--- config.mk ---
export PLATFORM = sky130hd
export DESIGN_NAME = set_scan_p
export DESIGN_NICKNAME = d
export VERILOG_FILES = /design/src/rtl/set_scan_p.sv
export SDC_FILE = /design/constraint.sdc
export NUM_CORES = 1
export LEC_CHECK = 0
export CORE_MARGIN = 1
export CORE_UTILIZATION = 55
export DETAILED_ROUTE_END_ITERATION = 16
export GPL_TIMING_DRIVEN = 1
export PLACE_DENSITY = 0.74
export SLEW_MARGIN = 5
export SYNTH_ARGS = -nofsm -noshare
export SYNTH_HDL_FRONTEND = slang
export SYNTH_SLANG_ARGS = --single-unit
--- constraint.sdc ---
create_clock -name clk -period 9.8 [get_ports clk]
set_input_delay 2.45 -clock clk [delete_from_list [all_inputs] [get_ports clk]]
set_output_delay 2.45 -clock clk [all_outputs]
set_load 0.03 [all_outputs]
--- src/rtl/set_scan_p.sv ---
// Lattice set-relation counter: scans a GRID x GRID lattice, tests up to NC circles per point and counts hits.
// Optional macro SET_PIPE_EN inserts a register between the distance compare and the accumulator.
module set_scan_p #(
    parameter int GRID = 8,
    parameter int CW   = 4,
    parameter int NC   = 3,
    localparam int CNTW = $clog2(GRID*GRID+1)
) (
    input  logic                 clk,
    input  logic                 rst_n,
    input  logic                 en,
    input  logic [2*CW*NC-1:0]   central,
    input  logic [CW*NC-1:0]     radius,
    input  logic [1:0]           mode,
    output logic                 busy,
    output logic                 valid,
    output logic [CNTW-1:0]      candidate
);

    typedef enum logic [1:0] {IDLE, SCAN, DRAIN, OUT} state_t;

    state_t                state_q;
    logic                  busy_q;
    logic                  valid_q;
    logic [CNTW-1:0]       candidate_q;
    logic [CNTW-1:0]       accum_q;
    logic [CNTW-1:0]       accum_d;
    logic [CW-1:0]         xPos_q;
    logic [CW-1:0]         yPos_q;
    logic [2*CW*NC-1:0]    central_q;
    logic [CW*NC-1:0]      radius_q;
    logic [1:0]            mode_q;
    logic [NC-1:0]         membRaw;
    logic [2:0]            memb;
    logic                  hit;
    logic                  accumInc;
    logic                  lastPoint;
`ifdef SET_PIPE_EN
    logic                  pipeHit_q;
`endif

    // Operands are held for the whole job; they deliberately carry no reset.
    always_ff @(posedge clk) begin
        if (state_q == IDLE && en) begin
            central_q <= central;
            radius_q  <= radius;
            mode_q    <= mode;
        end
    end

    for (genvar k = 0; k < NC; k++) begin : g_circle
        logic [CW-1:0]   cx, cy, rr, dx, dy;
        logic [2*CW-1:0] dx2, dy2, r2;
        logic [2*CW:0]   dist2;

        assign cx    = central_q[2*CW*(NC-k)-1 -: CW];
        assign cy    = central_q[2*CW*(NC-k)-CW-1 -: CW];
        assign rr    = radius_q[CW*(NC-k)-1 -: CW];
        assign dx    = (cx >= xPos_q) ? (cx - xPos_q) : (xPos_q - cx);
        assign dy    = (cy >= yPos_q) ? (cy - yPos_q) : (yPos_q - cy);
        assign dx2   = {{CW{1'b0}}, dx} * {{CW{1'b0}}, dx};
        assign dy2   = {{CW{1'b0}}, dy} * {{CW{1'b0}}, dy};
        assign r2    = {{CW{1'b0}}, rr} * {{CW{1'b0}}, rr};
        assign dist2 = {1'b0, dx2} + {1'b0, dy2};
        assign membRaw[k] = (dist2 <= {1'b0, r2});
    end

    always_comb begin
        memb = '0;
        for (int k = 0; k < NC; k++) begin
            memb[k] = membRaw[k];
        end
    end

    always_comb begin
        case (mode_q)
            2'd0:    hit = memb[0];
            2'd1:    hit = memb[0] & memb[1];
            2'd2:    hit = memb[0] ^ memb[1];
            default: hit = (memb == 3'b011) || (memb == 3'b101) || (memb == 3'b110);
        endcase
    end

    always_comb begin
`ifdef SET_PIPE_EN
        accumInc = pipeHit_q;
`else
        accumInc = (state_q == SCAN) && hit;
`endif
        accum_d   = accum_q + {{(CNTW-1){1'b0}}, accumInc};
        lastPoint = (xPos_q == CW'(GRID)) && (yPos_q == CW'(GRID));
    end

    always_ff @(posedge clk or negedge rst_n) begin
        if (!rst_n) begin
            state_q     <= IDLE;
            busy_q      <= 1'b0;
            valid_q     <= 1'b0;
            candidate_q <= '0;
            accum_q     <= '0;
            xPos_q      <= CW'(1);
            yPos_q      <= CW'(1);
`ifdef SET_PIPE_EN
            pipeHit_q   <= 1'b0;
`endif
        end else begin
            case (state_q)
                IDLE: begin
                    if (en) begin
                        state_q   <= SCAN;
                        busy_q    <= 1'b1;
                        accum_q   <= '0;
                        xPos_q    <= CW'(1);
                        yPos_q    <= CW'(1);
`ifdef SET_PIPE_EN
                        pipeHit_q <= 1'b0;
`endif
                    end
                end
                SCAN: begin
                    accum_q <= accum_d;
`ifdef SET_PIPE_EN
                    pipeHit_q <= hit;
`endif
                    // x is the inner loop, y the outer loop.
                    if (xPos_q == CW'(GRID)) begin
                        xPos_q <= CW'(1);
                        yPos_q <= (yPos_q == CW'(GRID)) ? CW'(1) : yPos_q + CW'(1);
                    end else begin
                        xPos_q <= xPos_q + CW'(1);
                    end
                    if (lastPoint) begin
`ifdef SET_PIPE_EN
                        state_q     <= DRAIN;
`else
                        state_q     <= OUT;
                        valid_q     <= 1'b1;
                        candidate_q <= accum_d;
`endif
                    end
                end
`ifdef SET_PIPE_EN
                DRAIN: begin
                    accum_q     <= accum_d;
                    pipeHit_q   <= 1'b0;
                    state_q     <= OUT;
                    valid_q     <= 1'b1;
                    candidate_q <= accum_d;
                end
`endif
                OUT: begin
                    state_q     <= IDLE;
                    valid_q     <= 1'b0;
                    candidate_q <= '0;
                    busy_q      <= 1'b0;
                end
                default: state_q <= IDLE;
            endcase
        end
    end

    assign busy      = busy_q;
    assign valid     = valid_q;
    assign candidate = candidate_q;

endmodule

==> metrics.md, run 1 <==
| Metric | Value |
|---|---|
| Gr usage total | between 20% and 30% |
| # setup viols final | 0 |
| Slew Viols, Final | 0 |
| I/O pin total | 50 |
| Largest net degree at the start of global routing | just over 40 |
| Vias in the first global route | roughly 5,600 |
| Setup crit end kind | flip-flop |
| Worst-case clock buffer depth | 2 |
| Hold-fix buffers, CTS | 0 |
| Die ar. | 0.0134 mm^2 |
| Least-Margin Pin Slew | roughly 0.76 ns |
| Final setup TNS | 0 ns |
| Die Wd | between 100 and 150 um |
| Clk sink count | 64 |
| Layout Utilization | about two thirds |
| Inserted Clock Buffers | 9 |
| Row Count | just over 40 |
| Initial DRC count | around 210 |
| Top_reg_cell synth | edfxtp_1 |
| CP startpoint kind | flip-flop |
| Largest stage delay, worst path | approximately 0.58 ns |
| Status | finished clean |
| Count of cell types in the netlist | between 40 and 50 |
| #FFs+latches synth | 64 |
| Fraction of layout cells with a size suffix above 1 | about 4.2% |
| Die height | roughly 120 um |
| Slew margin rel. | roughly half |
| Worst clock skew | a little under 0.01 ns |
| Antenna Nets Post-Route | 0 |
| Sequential standard cell area | 0.00179 mm^2 |
| Clock transition at path regs | 0.06 ns |
| CTS-repair resized insts | 0 |
| Fmax | between 100 and 150 MHz |
| Hold_sp | busy |
| Mapped Nets | 950 |
| DR vias/cell | 5.39 |
| Mapped Area | 0.00711 mm^2 |
| Clock root buffer | clkbuf_16 |
| Initial Utilization | between 50% and 60% |
| Final period utilization | approximately 90% |
| Crit path from | xPos_q[1] |
| First-pass GRT wire length | 24.7 mm |
| Via count | between 5,000 and 6,000 |
| Hold Path Class | reg -> reg |
| Gr ovfl total | 0 |
| Final Hold Fails | 0 |
| Setup CP Type | reg -> reg |
| DP Wirelength | ~12 mm |
| Max Cap Viol | 0 |
| Synth async-reset ratio | 40.6% |
| Nets | 1,009 |
| CP max stage cell | fa_1 |
| Initial antenna violation count | 0 |
| Core area | 0.0126 mm^2 |
| Most frequent CP cell | fa_1 |
| EDFF count, synth | 38 |
| Seq/Total Area, Yosys | 25.2% |
| Worst skew pair latency | approximately 0.34 ns |
| Reg2reg start | xPos_q[1] |
| YS warnings | 0 |
| Post-CTS Setup Bufs | 0 |
| Required @ worst endpoint | ~10 ns |
| Avg Cell Area, Syn | around 10 um^2 |
| CTS tree | built |
| DRT Pass-1 Iters | 4 |
| Synth-to-layout area growth | 15.0% |
| Antenna cells | 0 |
| Detailed Route WL | ~14 mm |
| Number of fill cells | roughly 1,100 |
| CP Max Fanout | 9 |
| Period minus WS final | 8.88 ns |
| Arr. time, crit path | between 9 and 10 ns |
| RSZ-0062 raised after global routing | no |
| Area of the multi-input gates | just under 0.005 mm^2 |
| Post-route DRC violation count | 0 |
| GPL Wtd Cong | 0.871 |
| PortBufs | 49 |
| H-tree Lvls | 3 |
| Post-synthesis cell count | between 700 and 800 |
| WL/cell | about 15 um |
cells in the final DEF, fill, tap and decap left out, drive strengths merged, types with 3 or more instances in the layout:
cell,Yosys,routed
and3,3,3
xor2,15,15
nand3,13,13
mux2i,21,21
a211o,3,3
fa,46,46
edfxtp,38,38
inv,131,131
nor2,53,53
a211oi,5,5
dfrtp,24,24
a21o,29,29
and2,13,13
o21ai,34,34
clkbuf,2,15
xnor2,21,21
nor2b,7,7
nand2b,19,19
clkdlybuf4s50,0,49
a21oi,46,46
o21bai,8,8
nor3,3,3
nand4,3,3
nand2,32,32
ha,135,135
final timing paths:
path / endpoint / slack, ns / cells past startpoint
setup / recovery: accum_q[6] / 0.92 / 33
hold / removal: busy / 0.48 / 1
setup reg to reg: accum_q[6] / 0.92 / 33
hold reg to reg: busy / 0.48 / 1
max in group asynchronous: yPos_q[0] / 7.00 / 2
min in group asynchronous: busy / 2.48 / 2
worst max-delay path, delay by kind of cell, from the launching register on:
family          cells  cell delay [ns]
simple gates        3             0.65
flops               1             0.57
compound gates     10             1.86
fa+ha+maj          11             4.11
mux                 3             0.53
xor+xnor            3             0.59
buf+inv             3             0.42
flip-flops by register name, summed over array words and instances (netlist names):
| name | flops |
|---|---|
| central_q | 24 |
| radius_q | 12 |
| accum_q | 7 |
| candidate | 7 |
| xPos_q | 4 |
| yPos_q | 4 |
| mode_q | 2 |
| state_q | 2 |
| busy | 1 |
| valid | 1 |
final cells by class:
type                       count  share of cell area [%]
clock buffer                  15                    4.19
timing repair buffer          51                    6.18
clock inverter                 1                   0.107
inverter                     131                    6.02
multi-input combinational    530                    58.9
tap                          172                    2.63
sequential                    64                    22.0
per-stage QoR:
| step | setup WS [ns] | cells | area (um^2) | hold WS (ns) |
|---|---|---|---|---|
| floorplan | 1.86 | 728 | 7110 | 0.456 |
| global placement | 1.37 | 948 | 7820 | 0.462 |
| detailed placement | 1.02 | 948 | 7820 | 0.468 |
| CTS | 0.974 | 964 | 8170 | 0.484 |
| global route | 0.351 | 964 | 8170 | 0.518 |
| finish | 0.922 | 964 | 8170 | 0.483 |
cell usage after synthesis (3+ instances only):
| library cell | count | share of area (%) |
|---|---|---|
| edfxtp_1 | 38 | 16 |
| nand3_1 | 13 | 0.92 |
| o21ai_2 | 3 | 0.37 |
| nor2b_1 | 6 | 0.53 |
| a21o_1 | 29 | 3.1 |
| nand4_1 | 3 | 0.26 |
| nand2_1 | 32 | 1.7 |
| xnor2_1 | 18 | 2.2 |
| xnor2_2 | 3 | 0.69 |
| dfrtp_1 | 24 | 8.5 |
| a21oi_1 | 42 | 3.0 |
| a211oi_1 | 5 | 0.53 |
| o21bai_1 | 8 | 0.85 |
| o21ai_0 | 28 | 2.0 |
| nor3_1 | 3 | 0.21 |
| fa_1 | 46 | 13 |
| and3_1 | 3 | 0.26 |
| inv_1 | 131 | 6.9 |
| nand2b_1 | 19 | 1.7 |
| a21oi_4 | 3 | 0.69 |
| ha_1 | 135 | 24 |
| xor2_1 | 15 | 1.8 |
| mux2i_1 | 21 | 3.0 |
| nor2_1 | 53 | 2.8 |
| o21ai_1 | 3 | 0.21 |
| and2_1 | 13 | 1.1 |
| a211o_1 | 3 | 0.37 |
routing by layer:
| metal | global-route usage, % | part of all wire, % |
|---|---|---|
| met4 | 10.4 | 3.0 |
| met3 | 4.55 | 3.2 |
| met5 | 0 | 0 |
| met1 | 26.3 | 41 |
| met2 | 44.3 | 52 |
cells by family (layout without fill, tap and decap cells):
kind of cell             count (synthesis)  count (layout)  synth area share [%]
adder cells (fa/ha/maj)                181             181                  36.7
AO/OA/AOI/OAI                          137             137                  12.5
AND/OR/NAND/NOR                        155             155                  10.8
buffers and inverters                  134             198                  7.10
multiplexers                            21              21                  2.96
flip-flops                              64              64                  25.2
XOR/XNOR                                36              36                  4.75
Power of run 1 is not shown: default switching activity piles up to over one toggle a cycle in this logic, so the estimate is an artifact.
==> run 2: changes to the inputs <==
--- a/config.mk
+++ b/config.mk
@@ -5,6 +5,8 @@
 export SDC_FILE = /design/constraint.sdc
 export NUM_CORES = 1
 export LEC_CHECK = 0
+export ABC_CLOCK_PERIOD_IN_PS = 9800
+export CAP_MARGIN = 20
 export CORE_MARGIN = 1
 export CORE_UTILIZATION = 55
 export DETAILED_ROUTE_END_ITERATION = 16
==> results of run 2 <==
Same layout as run 1: the final DEF is identical, and so are final timing and power.
Power of run 2 is left out for the same reason.
